==> src/rtl/ripple_mon_pkg.sv <==
// Shared types and helpers for the ripple-counter monitor.
// State encoding, default widths and the bit-order reversal used on the raw counter bus.
package ripple_mon_pkg;

  localparam int DEF_WIDTH     = 3;
  localparam int DEF_EXT_WIDTH = 8;

  typedef enum logic [1:0] {
    IDLE  = 2'd0,
    ARMED = 2'd1,
    TRACK = 2'd2
  } state_e;

  // Reverses the low w bits of v; bits at w and above come back as zero.
  function automatic logic [31:0] bit_rev(input logic [31:0] v, input int w);
    logic [31:0] r;
    r = '0;
    for (int i = 0; i < 32; i++) begin
      if (i < w) r[i] = v[w-1-i];
    end
    return r;
  endfunction

endpackage

==> src/rtl/ripple_count_monitor_if.sv <==
// Signal bundle between the ripple-counter monitor and its surroundings.
// master drives enable, raw count, compare value and clear; slave returns the clean view.
interface ripple_count_monitor_if
  import ripple_mon_pkg::*;
#(
  parameter int WIDTH     = DEF_WIDTH,
  parameter int EXT_WIDTH = DEF_EXT_WIDTH
);

  logic                 en;
  logic [WIDTH-1:0]     cnt_in;
  logic [WIDTH-1:0]     match_val;
  logic                 clr_wrap;
  logic [WIDTH-1:0]     count_sync;
  logic                 wrap_pulse;
  logic                 match_pulse;
  logic [EXT_WIDTH-1:0] wrap_count;
  logic                 wrap_ovf;
  logic                 err_skip;

  modport master (
    output en, cnt_in, match_val, clr_wrap,
    input  count_sync, wrap_pulse, match_pulse, wrap_count, wrap_ovf, err_skip
  );

  modport slave (
    input  en, cnt_in, match_val, clr_wrap,
    output count_sync, wrap_pulse, match_pulse, wrap_count, wrap_ovf, err_skip
  );

endinterface

==> src/rtl/ripple_sync_filter.sv <==
// Synchronises the rippling counter bus and accepts only values stable for two sampled cycles.
// Latency: 3 edges from a stable input to the accept strobe; no backpressure, free-running.
module ripple_sync_filter
  import ripple_mon_pkg::*;
#(
  parameter int WIDTH       = DEF_WIDTH,
  parameter int BIT_REVERSE = 1
) (
  input  logic             clk,
  input  logic             rst,
  input  logic [WIDTH-1:0] cnt_i,
  output logic             acc_vld_o,
  output logic [WIDTH-1:0] acc_dat_o
);

  logic [WIDTH-1:0] ord;
  logic [WIDTH-1:0] s1_q, s2_q, s3_q;
  logic [2:0]       fill_q;

  if (BIT_REVERSE != 0) begin : g_rev
    assign ord = WIDTH'(bit_rev(32'(cnt_i), WIDTH));
  end else begin : g_norev
    assign ord = cnt_i;
  end

  // fill_q keeps the reset-zero contents of s1..s3 from being taken as a real sample.
  always_ff @(posedge clk or negedge rst) begin
    if (!rst) begin
      s1_q   <= '0;
      s2_q   <= '0;
      s3_q   <= '0;
      fill_q <= '0;
    end else begin
      s1_q   <= ord;
      s2_q   <= s1_q;
      s3_q   <= s2_q;
      fill_q <= {fill_q[1:0], 1'b1};
    end
  end

  assign acc_vld_o = fill_q[2] && (s2_q == s3_q);
  assign acc_dat_o = s3_q;

endmodule

==> src/rtl/ripple_count_monitor.sv <==
// Clean synchronous view of a 3-bit ripple counter: filtered count, wrap/match pulses, wrap extension.
// Latency: 4 edges from a stable raw count to count_sync and pulses; no backpressure.
module ripple_count_monitor
  import ripple_mon_pkg::*;
#(
  parameter int WIDTH       = DEF_WIDTH,
  parameter int BIT_REVERSE = 1,
  parameter int EXT_WIDTH   = DEF_EXT_WIDTH
) (
  input  logic                   clk,
  input  logic                   rst,
  ripple_count_monitor_if.slave  bus
);

  logic                 acc_vld;
  logic [WIDTH-1:0]     acc_dat;
  logic [WIDTH-1:0]     delta;
  logic [EXT_WIDTH:0]   wc_inc;

  state_e               state_q, state_d;
  logic [WIDTH-1:0]     count_q, count_d;
  logic                 wrap_pulse_q, wrap_pulse_d;
  logic                 match_pulse_q, match_pulse_d;
  logic [EXT_WIDTH-1:0] wc_q, wc_d;
  logic                 ovf_q, ovf_d;
  logic                 err_q, err_d;

  ripple_sync_filter #(
    .WIDTH       (WIDTH),
    .BIT_REVERSE (BIT_REVERSE)
  ) u_filter (
    .clk       (clk),
    .rst       (rst),
    .cnt_i     (bus.cnt_in),
    .acc_vld_o (acc_vld),
    .acc_dat_o (acc_dat)
  );

  assign delta  = acc_dat - count_q;
  assign wc_inc = {1'b0, wc_q} + {{EXT_WIDTH{1'b0}}, 1'b1};

  always_comb begin
    state_d       = state_q;
    count_d       = count_q;
    wrap_pulse_d  = 1'b0;
    match_pulse_d = 1'b0;
    wc_d          = wc_q;
    ovf_d         = ovf_q;
    err_d         = err_q;
    case (state_q)
      IDLE: begin
        if (bus.en) state_d = ARMED;
      end
      ARMED: begin
        if (!bus.en) begin
          state_d = IDLE;
        end else if (acc_vld) begin
          count_d = acc_dat;
          state_d = TRACK;
        end
      end
      TRACK: begin
        if (!bus.en) begin
          state_d = IDLE;
        end else if (acc_vld && (acc_dat != count_q)) begin
          count_d = acc_dat;
          if (delta != WIDTH'(1)) err_d = 1'b1;
          if (acc_dat < count_q) begin
            wrap_pulse_d = 1'b1;
            wc_d         = wc_inc[EXT_WIDTH-1:0];
            if (wc_inc[EXT_WIDTH]) ovf_d = 1'b1;
          end
          if (acc_dat == bus.match_val) match_pulse_d = 1'b1;
        end
      end
      default: state_d = IDLE;
    endcase
    // Clear overrides any same-cycle increment or flag; wrap_pulse is left alone.
    if (bus.clr_wrap) begin
      wc_d  = '0;
      ovf_d = 1'b0;
      err_d = 1'b0;
    end
  end

  always_ff @(posedge clk or negedge rst) begin
    if (!rst) begin
      state_q       <= IDLE;
      count_q       <= '0;
      wrap_pulse_q  <= 1'b0;
      match_pulse_q <= 1'b0;
      wc_q          <= '0;
      ovf_q         <= 1'b0;
      err_q         <= 1'b0;
    end else begin
      state_q       <= state_d;
      count_q       <= count_d;
      wrap_pulse_q  <= wrap_pulse_d;
      match_pulse_q <= match_pulse_d;
      wc_q          <= wc_d;
      ovf_q         <= ovf_d;
      err_q         <= err_d;
    end
  end

  assign bus.count_sync  = count_q;
  assign bus.wrap_pulse  = wrap_pulse_q;
  assign bus.match_pulse = match_pulse_q;
  assign bus.wrap_count  = wc_q;
  assign bus.wrap_ovf    = ovf_q;
  assign bus.err_skip    = err_q;

endmodule

==> src/flat_wrapper.sv <==
// flat-port wrapper written by rule: the top's interface ports become plain ports
module ripple_count_monitor_flat import ripple_mon_pkg::*;
#(
  parameter int WIDTH       = DEF_WIDTH,
  parameter int BIT_REVERSE = 1,
  parameter int EXT_WIDTH   = DEF_EXT_WIDTH
)
  (clk, rst, bus_en, bus_cnt_in, bus_match_val, bus_clr_wrap, bus_count_sync, bus_wrap_pulse, bus_match_pulse, bus_wrap_count, bus_wrap_ovf, bus_err_skip);
  ripple_count_monitor_if #(.WIDTH(WIDTH), .EXT_WIDTH(EXT_WIDTH)) bus_i ();
  input  logic clk;
  input  logic rst;
  input wire logic [$bits(bus_i.en)-1:0] bus_en;
  input wire logic [$bits(bus_i.cnt_in)-1:0] bus_cnt_in;
  input wire logic [$bits(bus_i.match_val)-1:0] bus_match_val;
  input wire logic [$bits(bus_i.clr_wrap)-1:0] bus_clr_wrap;
  output wire logic [$bits(bus_i.count_sync)-1:0] bus_count_sync;
  output wire logic [$bits(bus_i.wrap_pulse)-1:0] bus_wrap_pulse;
  output wire logic [$bits(bus_i.match_pulse)-1:0] bus_match_pulse;
  output wire logic [$bits(bus_i.wrap_count)-1:0] bus_wrap_count;
  output wire logic [$bits(bus_i.wrap_ovf)-1:0] bus_wrap_ovf;
  output wire logic [$bits(bus_i.err_skip)-1:0] bus_err_skip;
  assign bus_i.en = bus_en;
  assign bus_i.cnt_in = bus_cnt_in;
  assign bus_i.match_val = bus_match_val;
  assign bus_i.clr_wrap = bus_clr_wrap;
  assign bus_count_sync = bus_i.count_sync;
  assign bus_wrap_pulse = bus_i.wrap_pulse;
  assign bus_match_pulse = bus_i.match_pulse;
  assign bus_wrap_count = bus_i.wrap_count;
  assign bus_wrap_ovf = bus_i.wrap_ovf;
  assign bus_err_skip = bus_i.err_skip;
  ripple_count_monitor #(.WIDTH(WIDTH), .BIT_REVERSE(BIT_REVERSE), .EXT_WIDTH(EXT_WIDTH)) u_core (.clk(clk), .rst(rst), .bus(bus_i));
endmodule
==> config.mk <==
export PLATFORM = sky130hd
export DESIGN_NAME = ripple_count_monitor_flat
export DESIGN_NICKNAME = d
export VERILOG_FILES = /design/src/rtl/ripple_mon_pkg.sv /design/src/rtl/ripple_count_monitor_if.sv /design/src/rtl/ripple_sync_filter.sv /design/src/rtl/ripple_count_monitor.sv /design/src/flat_wrapper.sv
export SDC_FILE = /design/constraint.sdc
export NUM_CORES = 1
export LEC_CHECK = 0
export CAP_MARGIN = 15
export CORE_AREA = 2 2 68 70
export CTS_CLUSTER_SIZE = 8
export DETAILED_ROUTE_END_ITERATION = 12
export DIE_AREA = 0 0 70 72
export SETUP_SLACK_MARGIN = 0.5
export SLEW_MARGIN = 10
export SYNTH_ARGS = -nofsm -noshare
export SYNTH_HDL_FRONTEND = slang
export SYNTH_HIERARCHICAL = 1
export SYNTH_SLANG_ARGS = --single-unit
==> constraint.sdc <==
create_clock -name clk -period 2.24 [get_ports clk]
set_input_delay 0.672 -clock clk [delete_from_list [all_inputs] [get_ports clk]]
set_output_delay 0.672 -clock clk [all_outputs]
set_load 0.01 [all_outputs]
==> results of run 1 <==
-- sequential cells by signal (all words and copies together) (netlist names) --
name / cells
u_core/bus.wrap_ovf: 1
u_core/bus.err_skip: 1
u_core/u_filter/s2_q: 3
u_core/u_filter/acc_dat_o: 3
u_core/bus.wrap_pulse: 1
u_core/bus.count_sync: 3
u_core/bus.match_pulse: 1
u_core/state_q: 2
u_core/bus.wrap_count: 8
u_core/u_filter/fill_q: 3
u_core/u_filter/s1_q: 3
-- stage by stage --
| stage | setup TNS [ns] | cell area [um^2] | total power [mW] |
|---|---|---|---|
| after floorplan | 0 | 1260 | 0.6718 |
| after global placement | -0.2509 | 1603 | 0.7626 |
| after detailed placement | -0.5136 | 1603 | 0.7691 |
| after CTS | 0 | 1768 | 1.263 |
| after global routing | 0 | 1842 | 1.335 |
| final | 0 | 1842 | 1.265 |
-- logic make-up (layout without fill, tap and decap cells) --
| group | after synthesis | in the layout | synth area share (%) |
|---|---|---|---|
| simple gates | 32 | 32 | 15.05 |
| flops | 29 | 29 | 58.17 |
| compound gates | 16 | 16 | 8.426 |
| xor+xnor | 8 | 8 | 5.617 |
| buf+inv | 8 | 53 | 2.507 |
| fa+ha+maj | 5 | 5 | 5.617 |
| mux | 5 | 5 | 4.313 |
| other cells | 1 | 1 | 0.3006 |
-- layout make-up --
type	count	area [um^2]
Multi-Input combinational cell	67	585.6
Tap cell	52	65.06
Timing Repair Buffer	39	337.8
Inverter	6	22.52
Clock inverter	1	5.005
Fill cell	393	2422
Clock buffer	7	96.34
Sequential cell	29	729.5
-- routing by layer --
metal | vias to the layer above | share of wire (%)
met5 | - | 0
met4 | 0 | 1.9
met3 | 8 | 4.0
met2 | 20 | 51
met1 | 458 | 43
li1 | 453 | -
-- worst paths after layout --
kind | endpoint | slack, ns | start
min in group asynchronous | u_core/bus.wrap_pulse$_DFF_PN0_ | 0.77 | rst
hold reg to reg | u_core/u_filter/s2_q[2]$_DFF_PN0_ | 0.35 | u_core/u_filter/s1_q[2]$_DFF_PN0_
setup reg to reg | u_core/bus.wrap_count[5]$_DFFE_PN0P_ | 0.08 | u_core/bus.count_sync[0]$_DFFE_PN0P_
max in group asynchronous | u_core/u_filter/acc_dat_o[2]$_DFF_PN0_ | 1.16 | rst
hold / removal | u_core/u_filter/s2_q[2]$_DFF_PN0_ | 0.35 | u_core/u_filter/s1_q[2]$_DFF_PN0_
setup / recovery | u_core/bus.wrap_count[5]$_DFFE_PN0P_ | 0.08 | u_core/bus.count_sync[0]$_DFFE_PN0P_
-- cell usage in the layout, fill, tap and decap left out, types with 2 or more instances in the layout --
master,synthesis,final
sky130_fd_sc_hd__a21oi_2,0,3
sky130_fd_sc_hd__xnor2_2,0,2
sky130_fd_sc_hd__xnor2_1,7,5
sky130_fd_sc_hd__nor2_1,4,4
sky130_fd_sc_hd__nand3_1,4,3
sky130_fd_sc_hd__a21oi_1,7,3
sky130_fd_sc_hd__dfrtp_2,0,3
sky130_fd_sc_hd__buf_4,0,13
sky130_fd_sc_hd__inv_1,6,5
sky130_fd_sc_hd__clkdlybuf4s50_1,0,9
sky130_fd_sc_hd__dfrtp_1,29,26
sky130_fd_sc_hd__ha_1,4,4
sky130_fd_sc_hd__buf_6,0,2
sky130_fd_sc_hd__clkbuf_8,0,7
sky130_fd_sc_hd__o21ai_0,2,2
sky130_fd_sc_hd__nor2b_1,2,2
sky130_fd_sc_hd__mux2_4,0,3
sky130_fd_sc_hd__mux2i_1,2,2
sky130_fd_sc_hd__nand2_1,7,7
sky130_fd_sc_hd__clkbuf_2,0,2
sky130_fd_sc_hd__nand3b_1,2,2
sky130_fd_sc_hd__dlygate4sd2_1,0,12
-- worst reg2reg max path, delay by kind of cell (launching register included) --
kind,cells,cell delay [ns]
simple gates,2,0.89
fa+ha+maj,1,0.31
compound gates,2,0.51
flops,1,0.39
-- what timing repair did --
action                     CTS  global route
setup endpoints to repair   27            15
pin swaps                    5             8
resized for setup           26            18
hold endpoints to repair     0             0
setup buffers                6             2
-- power by group --
group / leakage [nW] / internal, mW / switching (mW)
combinational: 0.465 / 0.122 / 0.102
clock: 0.0542 / 0.277 / 0.194
sequential: 0.365 / 0.552 / 0.0185
total: 0.884 / 0.951 / 0.315
==> results, run 1 <==
- The flow ran to the end, and the final reports show no timing, DRC or antenna violations.
- The worst slack at placement is -0.1153 ns.
- During synthesis, Yosys emitted a total of 6 warnings.
- Setup repair after global routing could not meet its margin everywhere.
- The most common cell in the synthesized netlist is sky130_fd_sc_hd__dfrtp_1.
- The region available for standard cell placement spans approximately 4300 um^2.
- The initial DRC count is just over 40.
- The maximum clock insertion buffer count is 2.
- The detailed-route via count is approximately 940.
- In this run the cell area of the synthesized design comes to about 1200 um^2.
- For this run, the share of the core covered by cells in the final layout is a little over two fifths.
- The floorplan step defined a die boundary enclosing approximately 5000 um^2.
- In the routed layout, each cell is associated on average with a via count of approximately 4.7.
- The proportion of register bits with asynchronous set or reset after synthesis is 100.0%.
- The fraction of final layout cells with drive strength greater than 1 is around a third.
- The maximum fanout encountered on the critical timing path is 4.
- Final hold analysis gives a worst-case slack of about 0.35 ns.
- The maximum number of pins on one net before global-route repair is 30.
- The aggregate global routing overflow is 0.
- The average cell area after synthesis is 11.99 um^2.
- The total CTS buffers is 5.
- At the worst endpoint, the required time is roughly 2.5 ns.
- By count the netlist is led by 29 x sky130_fd_sc_hd__dfrtp_1, 7 x sky130_fd_sc_hd__a21oi_1, 7 x sky130_fd_sc_hd__nand2_1, 7 x sky130_fd_sc_hd__xnor2_1, 6 x sky130_fd_sc_hd__inv_1.
- The highest-utilization routing layer at the global route stage is met2.
- The instance count on the critical path is 5.
- The later pin in the worst-skew pair is clocked with a latency of roughly 0.28 ns.
- STA classifies the critical path endpoint as a flip-flop.
- The biggest area contributor in the post-synthesis netlist is sky130_fd_sc_hd__dfrtp_1.
- Clock tree synthesis selected as its root buffer the cell sky130_fd_sc_hd__clkbuf_8.
- After floorplanning, the core was divided into 24 placement rows.
- During placement, the flow inserted port buffers numbering 24.
- Global routing used a little under a fifth of the available met2 tracks.
- The number of nets in the layout is about 160.
- The global-route track usage on met3 is approximately 4.3%.
- The setup slack of the critical path after layout is approximately 0.083 ns.
- Together, buffers and inverters on the worst path number 0.
- The cts-stage hold buffer count is 0.
- The maximum clock frequency is ~460 MHz.
- The tool flagged a number of max-cap violations equal to 0.
- The congestion estimate from routability-driven global placement came to just over 0.8.
- The number of stages on the worst hold path is 0.
- For this run, the total global-route usage over all layers was measured as roughly an eighth.
- Walking the worst path, the cells encountered are ha_1, or3b_4, a211o_4, or4_4, a21oi_2.
- TritonCTS built the clock tree.
- The kind of cell adding the most delay to the critical path is simple AND/OR/NAND/NOR gates.
- The H-tree generated during clock tree synthesis spans 2 levels.
- The number of global-route vias before repair is between 900 and 1000.
- The area growth from synthesis to layout is 47.64%.
- Clock-pin slew was measured on the worst setup and hold paths at approximately 0.06 ns.
- The first TritonRoute pass finished after 4 iterations.
- Once detailed placement completed, the half-perimeter wirelength came to 1936 um.
- The cell type of the slowest stage on the worst timing path is sky130_fd_sc_hd__or4_4.
- The horizontal die dimension is roughly 70 um.
- The worst min-delay path category is reg2reg.
- The critical setup path kind is reg2reg.
- The number of hold violations in the final report was 0.
- The number of placed cells counting well taps is ~190.
- After detailed routing, the number of remaining DRC violations is 0.
- The aggregate routed wire length is ~2900 um.
- The cell depth of the worst flop-to-flop path is 5.
- Synthesis inferred 29 register bits.
- The met1 global-route usage is between 10 and 15%.
- The global-route wire length before repair is 4505 um.
- On the worst path, the slowest cell contributes a delay of approximately 0.50 ns.
- The kind of start point of the critical path is a flip-flop.
- For this configuration, the core starts out at a cell density of between 20 and 30%.
- The clock arrives with 0.005422 ns of skew.
- The die extent in y is about 70 um.
- Counting flops with a built-in enable in the synthesized netlist gives 0.
- Dividing the detail-routed wire length by the instance count gives approximately 14 um.
- 25 I/O pins were placed.
- For the worst setup path, the data arrival time is ~2.4 ns.
- Ranked by total cell area, the synthesized netlist is headed by sky130_fd_sc_hd__dfrtp_1 58%, sky130_fd_sc_hd__xnor2_1 4.9%, sky130_fd_sc_hd__ha_1 4.0%.
- The initial antenna violation count came to 0.
- The post-synthesis cell type count is 36.
- The most frequently used flop master after synthesis is sky130_fd_sc_hd__dfrtp_1.
- The total nets after synthesis is ~120.
- The final period demand of the worst path is between 2 and 2.5 ns.
- The fraction of post-synthesis cell area in the top cell type by area is between 50% and 60%.
- For this run, the register share of the synthesized area comes to between 50 and 60%.
- Setup violations remaining at the end of the flow were counted as 0.
- Counting every sink on the clock net gives 29.
- The standby leakage power is a little under 0.9 nW.
- The power per cell area is between 600 and 700 nW/um^2.
- The final instance count without filler cells is ~200.
- The residual antenna-violating net count after detailed routing is 0.
- The worst-case IR drop observed on VDD is 0.3052 mV.
- 0 antenna diodes ended up in the layout.
- The post-synthesis cell count is 104.
- The worst path uses approximately 96% of the clock period.
- The number of max-slew violations in the final report came to 0.
Note: power is estimated with default switching activity, not from simulation.
==> run 2: changes to the inputs <==
CORE_AREA = 3 3 69 71   (was 2 2 68 70)
DIE_AREA = 0 0 72 74   (was 0 0 70 72)
==> run 2 against run 1 <==
Effect of this change: die area increased by 5.7%; critical path depth did not move; highest routed layer unchanged; first-iteration DRC count shrank 2.4%; largest cell class unchanged; clock skew up 0.0052 ns; non-clock buffer count grew 2; sequential cell count stayed put; cell area is 3.6% higher; clock power grew 19%; cell count increased by 1.0%.
==> results, run 2 (synthesis results as in run 1) <==
- Registers take ~730 um^2.
- The routed wirelength normalized by instance count is about 13 um.
- The placeable core region is approximately 4300 um^2.
- At the end of routability-driven placement, the weighted congestion stood at about 0.79.
- The worst register-to-register path begins at u_core/u_filter/acc_dat_o[0]$_DFF_PN0_.
- From bottom edge to top edge, the die measures between 70 and 80 um.
- The standby leakage power is 0.8884 nW.
- The register with the most flip-flops in the layout has 8 of them.
- The count of buffers added on input and output ports is 24.
- The routed layout has between 900 and 1000 vias.
- The maximum clock insertion buffer count is 2.
- The initial antenna violation count is 0.
- The number of max-slew violations in the final report is 0.
- Measured along the x axis, the die boundary spans roughly 72 um.
- The initial core utilization is 29.05%.
- The total routing usage reported by global routing is 10.38%.
- Setup repair after global routing could not meet its margin everywhere.
- The most critical setup path has its startpoint at bus_en.
- The worst setup path is launched from a primary input.
- The final setup violation count is 0.
- The worst path needs approximately 2.1 ns of the cycle, external delays included.
- The maximum clock frequency is ~470 MHz.
- For this run, the post-layout net count is about 170.
- Of the cells placed in the final design, the portion with a size suffix greater than 1 is 35.76%.
- The startpoint identified for the worst hold timing path is u_core/u_filter/s1_q[0]$_DFF_PN0_.
- The area enclosed by the die boundary is approximately 5300 um^2.
- For the final database, setup skew stands at 0.01066 ns.
- The highest-utilization routing layer at the global route stage is met2.
- The boundary pin count is 25.
- The tree is rooted in a sky130_fd_sc_hd__clkbuf_8.
- Entering global routing, the biggest net connects 30 pins.
- The number of inserted filler cells in the final layout is roughly 410.
- The number of maximum-capacitance constraint violations is 0.
- The number of levels in the clock H-tree is 2.
- In this run, the number of DRC markers left after iteration 0 of detailed routing was 40.
- The number of antenna cells inserted is 0.
- The number of hold violations in the final report was 0.
- The clock reaches the later pin of the worst-skew pair after 0.28 ns.
- The worst vdd rail ir drop is ~0.43 mV.
- The aggregate routed wire length is approximately 2700 um.
- In the final layout, the multi-input gates occupy around 620 um^2.
- The number of global-route vias before repair is approximately 950.
- Dividing total power by cell area gives a power density of between 700 and 800 nW/um^2.
- The residual antenna-violating net count after detailed routing is 0.
- The signal on the critical path passes through clkdlybuf4s50_1, nand4b_1, a211o_4, or4_4, a21oi_2.
- The completed layout was analyzed and its total power is 1.363 mW.
- The floorplan has 24 rows.
- The aggregate global routing overflow is 0.
- TritonCTS built the clock tree.
- After layout, the worst path uses between 90 and 100% of the clock period.
- The total CTS buffers is 5.
- For this run, the share of the core covered by cells in the final layout is between 40 and 50%.
- The HPWL reported at the end of detailed placement is ~1800 um.
- The post-detailed-route via-to-cell ratio is approximately 4.7.
- The library cell used most frequently in the layout, excluding fill and tap cells, is sky130_fd_sc_hd__dfrtp_1.
- The maximum fanout encountered on the critical timing path is 6.
- From synthesis to final layout, the design area changed by 52.96%.
- For met3 alone, demand over resource in global routing was 3.243%.
- The clock net in this run drives a total of 29 sinks.
- The run finished with clean final reports.
- The first detailed-routing pass ran for 4 iterations.
- The global routing met2 resource utilization is 16.84%.
- The clock transition at the registers of the reported paths is 0.06 ns.
- The worst hold path belongs to the class reg2reg.
- The first global-routing pass estimated roughly 4200 um of wire.
- The number of design rule violations left after detail routing is 0.
- The met1 global-route usage is about an eighth.
- The critical path in this run is classified as in2reg.
- For the worst setup path, the data required time is around 2.4 ns.
- The data arrival time of the critical path is roughly 2.3 ns.
- On the worst path, the slowest cell contributes a delay of 0.50 ns.
- The library cells used most frequently in the layout, excluding fill and tap cells, are 26 x sky130_fd_sc_hd__dfrtp_1, 14 x sky130_fd_sc_hd__buf_4, 13 x sky130_fd_sc_hd__dlygate4sd2_1.
- The critical path capture point type is a flip-flop.
- The slowest stage of the critical path is the sky130_fd_sc_hd__clkdlybuf4s50_1 cell.
[run 2: power by group]
group          internal (mW)  switching [mW]  total, mW
logic                  0.127           0.100      0.227
registers              0.552          0.0223      0.574
clock network          0.361           0.201      0.562
[run 2: what timing repair did]
action | 4_1_cts | 5_1_grt
pin swaps | 7 | 7
buffers inserted | 8 | 3
gates resized for setup | 30 | 19
setup endpoints to repair | 27 | 14
hold buffers | 0 | 0
[run 2: per-layer routing]
metal | part of all wire [%] | vias up
met2 | 53 | 22
met5 | 0 | -
met1 | 41 | 468
met3 | 4.0 | 7
li1 | - | 453
met4 | 1.6 | 0
[run 2: cell type report]
type / instances / area share, %
Clock inverter: 2 / 1.967
Timing Repair Buffer: 41 / 18.49
Inverter: 6 / 1.180
Clock buffer: 6 / 4.328
Sequential cell: 29 / 38.23
Multi-Input combinational cell: 67 / 32.39
Tap cell: 52 / 3.410
[run 2: worst max-delay path: cells and delay by family]
| kind | cells | cell delay [ns] |
|---|---|---|
| AND/OR/NAND/NOR | 2 | 0.68 |
| buffers and inverters | 1 | 0.50 |
| AO/OA/AOI/OAI | 2 | 0.47 |
[run 2: final timing paths]
kind                            slack, ns                              endpoint  depth (start not counted)
worst min-delay path                 0.35     u_core/u_filter/s2_q[0]$_DFF_PN0_                          0
min in group asynchronous            0.76       u_core/bus.err_skip$_DFFE_PN0P_                          2
worst min register to register       0.35     u_core/u_filter/s2_q[0]$_DFF_PN0_                          0
max in group asynchronous            1.17  u_core/bus.wrap_count[0]$_DFFE_PN0P_                          2
worst max-delay path                 0.11  u_core/bus.wrap_count[5]$_DFFE_PN0P_                          5
worst max register to register       0.13  u_core/bus.wrap_count[5]$_DFFE_PN0P_                          7
[run 2: metrics by stage]
step | setup TNS [ns] | cells | cell area [um^2] | setup WS, ns | hold slack, ns
after floorplan | 0 | 104 | 1260 | 0.1407 | 0.3312
after global placement | -0.5655 | 184 | 1595 | -0.1264 | 0.3317
after detailed placement | -0.9050 | 184 | 1595 | -0.1680 | 0.3347
after CTS | 0 | 200 | 1807 | 0.08809 | 0.3496
after global routing | -0.01535 | 203 | 1908 | -0.01535 | 0.3542
final | 0 | 203 | 1908 | 0.1148 | 0.3477
==> run 3: changes to the inputs <==
GPL_ROUTABILITY_DRIVEN = 0   (was default)
GPL_TIMING_DRIVEN = 0   (was default)
PLACE_DENSITY_LB_ADDON = 0.3   (was default)
==> run 3 against run 2 <==
Effect of this change: sequential cell count stayed put; critical path depth grew 2; non-clock buffer count grew 3; cell count up 1.5%; register-to-register slack barely moved; power fell by 2.7%; hold slack better by 0.00098 ns; critical path type is now reg2reg; largest cell class unchanged; highest routed layer unchanged.
==> results, run 3 (synthesis results as in run 1) <==
- The flow ran to the end, and the final reports show no timing, DRC or antenna violations.
- The number of nets in the layout is ~170.
- Setup violations remaining at the end of the flow were counted as 0.
- After clock tree synthesis, the clock-pin slew on the worst setup and hold paths is about 0.060 ns.
- The total number of placement rows is 24.
- The die covers 5328 um^2.
- The placement-stage cell area is between 1500 and 2000 um^2.
- The worst slack at placement is -0.1789 ns.
- The kind of start point of the critical path is a flip-flop.
- The routed layout has between 900 and 1000 vias.
- The internal portion of total power is 1.020 mW.
- The fraction of final layout cells with drive strength greater than 1 is 33.77%.
- The worst register-to-register path begins at u_core/u_filter/acc_dat_o[0]$_DFF_PN0_.
- After detailed routing, the average wire length per cell comes to between 10 and 15 um.
- The net switching fraction of the power is 23.13%.
- The finished layout holds 206 standard cells, fillers aside.
- The analysis attributes to cell leakage a power of between 0.9 and 1 nW.
- In this run the clock root is driven by a sky130_fd_sc_hd__clkbuf_8.
- After routing the design area is between 1500 and 2000 um^2.
- The reg-to-reg endpoint is u_core/bus.wrap_count[6]$_DFFE_PN0P_.
- The first detailed-routing pass ran for 4 iterations.
- Summed over all nets, the switching power comes to ~0.3 mW.
- The initial DRC count is 25.
- The initial antenna violation count was 0.
- The number of levels in the clock H-tree is 2.
- The maximum clock frequency is around 470 MHz.
- The first global-routing pass estimated ~4800 um of wire.
- The maximum clock insertion buffer count is 2.
- The insertion delay of the later-clocked pin in the worst-skew pair is between 0.2 and 0.3 ns.
- The initial core utilization is between 20% and 30%.
- The critical path capture point type is a flip-flop.
- The number of antenna cells inserted is 0.
- The slew at the pin closest to its max-slew limit is around 0.63 ns.
- In this run the remaining antenna-violating nets after routing total 0.
- The worst-case register-to-register setup slack is ~0.12 ns.
- The number of placed cells counting well taps is 180.
- Max-cap violations in this run came to 0.
- The number of global-route vias before repair is 998.
- Relative to the synthesized area, the layout overhead comes to 55.57%.
- Entering global routing, the biggest net connects 30 pins.
- The aggregate routed wire length is roughly 2900 um.
- After floorplanning, the core was sized to cover roughly 4300 um^2.
- The combined area of the multi-input logic cells is around 600 um^2.
- The critical path required time is roughly 2.4 ns.
- The total routing usage reported by global routing is between 10% and 20%.
- The worst vdd rail ir drop is 0.3317 mV.
- The number of hold violations in the final report is 0.
- Setup repair after global routing could not meet its margin everywhere.
- The maximum fanout encountered on the critical timing path is 4.
- Setup slack closes at 0.1205 ns.
- The die is roughly 70 um wide.
- Fill cells in the final layout number 393.
- The setup skew after layout is about 0.0058 ns.
- The sink of the worst hold path is u_core/u_filter/s2_q[1]$_DFF_PN0_.
- The number of max-slew violations in the final report is 0.
- The boundary pin count is 25.
- The critical setup path kind is reg2reg.
- The most common cell after layout, fill and taps aside is sky130_fd_sc_hd__dfrtp_1.
- The remaining max-slew budget at the tightest pin is 58.15%.
- The clock drives 29 sinks.
- The count of buffers added on input and output ports is 24.
- The number of stages on the worst hold path is 0.
- The hold path startpoint is u_core/u_filter/s1_q[1]$_DFF_PN0_.
- The register with the most flip-flops in the layout has 8 of them.
- In the routed design, unresolved DRC markers number 0.
- The proportion of power drawn by flip-flops and latches is between 40% and 50%.
- The final core utilization is between 40% and 50%.
- After clock tree synthesis, the flow added hold-fix buffers numbering 0.
- Summed over all nets, the half-perimeter wirelength after detailed placement is between 1500 and 2000 um.
- After detailed routing, the number of vias per cell comes to between 4 and 5.
- The path class of the tightest hold or removal check is reg2reg.
- The total CTS buffers is 5.
- In the finished design, the share of the clock period the worst path needs comes to 94.62%.
- The clock tree from TritonCTS is built.
- The cell depth of the worst flop-to-flop path is 7.
- The data arrival time of the critical path is 2.27 ns.
- The sequential standard cell area is roughly 730 um^2.
- The library cells used most frequently in the layout, excluding fill and tap cells, are 26 x sky130_fd_sc_hd__dfrtp_1, 14 x sky130_fd_sc_hd__dlygate4sd2_1, 13 x sky130_fd_sc_hd__buf_4.
- The proportion of power drawn by the clock network is 41.7%.
- The final period demand of the worst path is between 2 and 2.5 ns.
- Power spread over the standard cell area amounts to just under 700 nW/um^2.
- After global routing the overflow that remains totals 0.
- The die extent in y is between 70 and 80 um.
- Of the total power, combinational logic draws around 15%.
run 3: critical path, stage by stage, from the launching register on:
cell and delay [ns]:
sky130_fd_sc_hd__dfrtp_1 0.41, sky130_fd_sc_hd__inv_2 0.08, sky130_fd_sc_hd__ha_4 0.20, sky130_fd_sc_hd__or3b_1 0.34, sky130_fd_sc_hd__a211o_1 0.30, sky130_fd_sc_hd__buf_6 0.14, sky130_fd_sc_hd__nor3_4 0.20, sky130_fd_sc_hd__mux2_4 0.32
run 3: timing repair:
action | in CTS | in global routing
pin swaps | 7 | 4
gates cloned | 1 | 0
setup buffers | 15 | 2
resized for setup | 34 | 13
endpoints found under the setup margin | 27 | 14
run 3: worst max path at each step:
stage,startpoint,to,slack [ns],cells past startpoint
CTS,u_core/u_filter/acc_dat_o[0]$_DFF_PN0_,u_core/bus.wrap_count[6]$_DFFE_PN0P_,0.10,8
global placement,bus_en,u_core/bus.wrap_count[6]$_DFFE_PN0P_,-0.16,6
finish,u_core/u_filter/acc_dat_o[0]$_DFF_PN0_,u_core/bus.wrap_count[6]$_DFFE_PN0P_,0.12,7
floorplan,u_core/u_filter/acc_dat_o[0]$_DFF_PN0_,u_core/bus.wrap_count[6]$_DFFE_PN0P_,0.14,7
global route,u_core/u_filter/acc_dat_o[0]$_DFF_PN0_,u_core/bus.wrap_count[6]$_DFFE_PN0P_,0.01,8
detailed placement,bus_en,u_core/bus.wrap_count[6]$_DFFE_PN0P_,-0.18,6
run 3: metrics by stage:
step           total power [mW]  setup TNS, ns  hold slack [ns]
2_1_floorplan            0.6718              0           0.3312
3_3_place_gp             0.7473        -0.4182           0.3327
3_5_place_dp             0.7548        -0.4780           0.3347
4_1_cts                   1.330              0           0.3473
5_1_grt                   1.397              0           0.3574
6_report                  1.327              0           0.3487
run 3: power by group through the flow:
stage / combinational, mW / clock, mW / sequential (mW)
2_1_floorplan: 0.0850 / 0 / 0.587
3_3_place_gp: 0.163 / 0 / 0.584
3_5_place_dp: 0.170 / 0 / 0.585
4_1_cts: 0.187 / 0.569 / 0.574
5_1_grt: 0.220 / 0.600 / 0.577
6_report: 0.198 / 0.554 / 0.575
run 3: cell type report:
type	count	share of cell area [%]
inverters	6	1.289
clock buffers	6	4.255
well taps	52	3.353
flip-flops and latches	29	37.59
repair buffers	42	19.34
multi-input cells	67	31.46
plain buffers	2	0.7737
clock inverters	2	1.934
run 3: routing by layer:
layer	up-vias	GRT usage (%)	wire length (um)
met5	-	0	0
met4	0	3.758	28
met3	5	4.189	150
met2	26	21.22	1602
met1	468	13.37	1137
li1	461	-	-
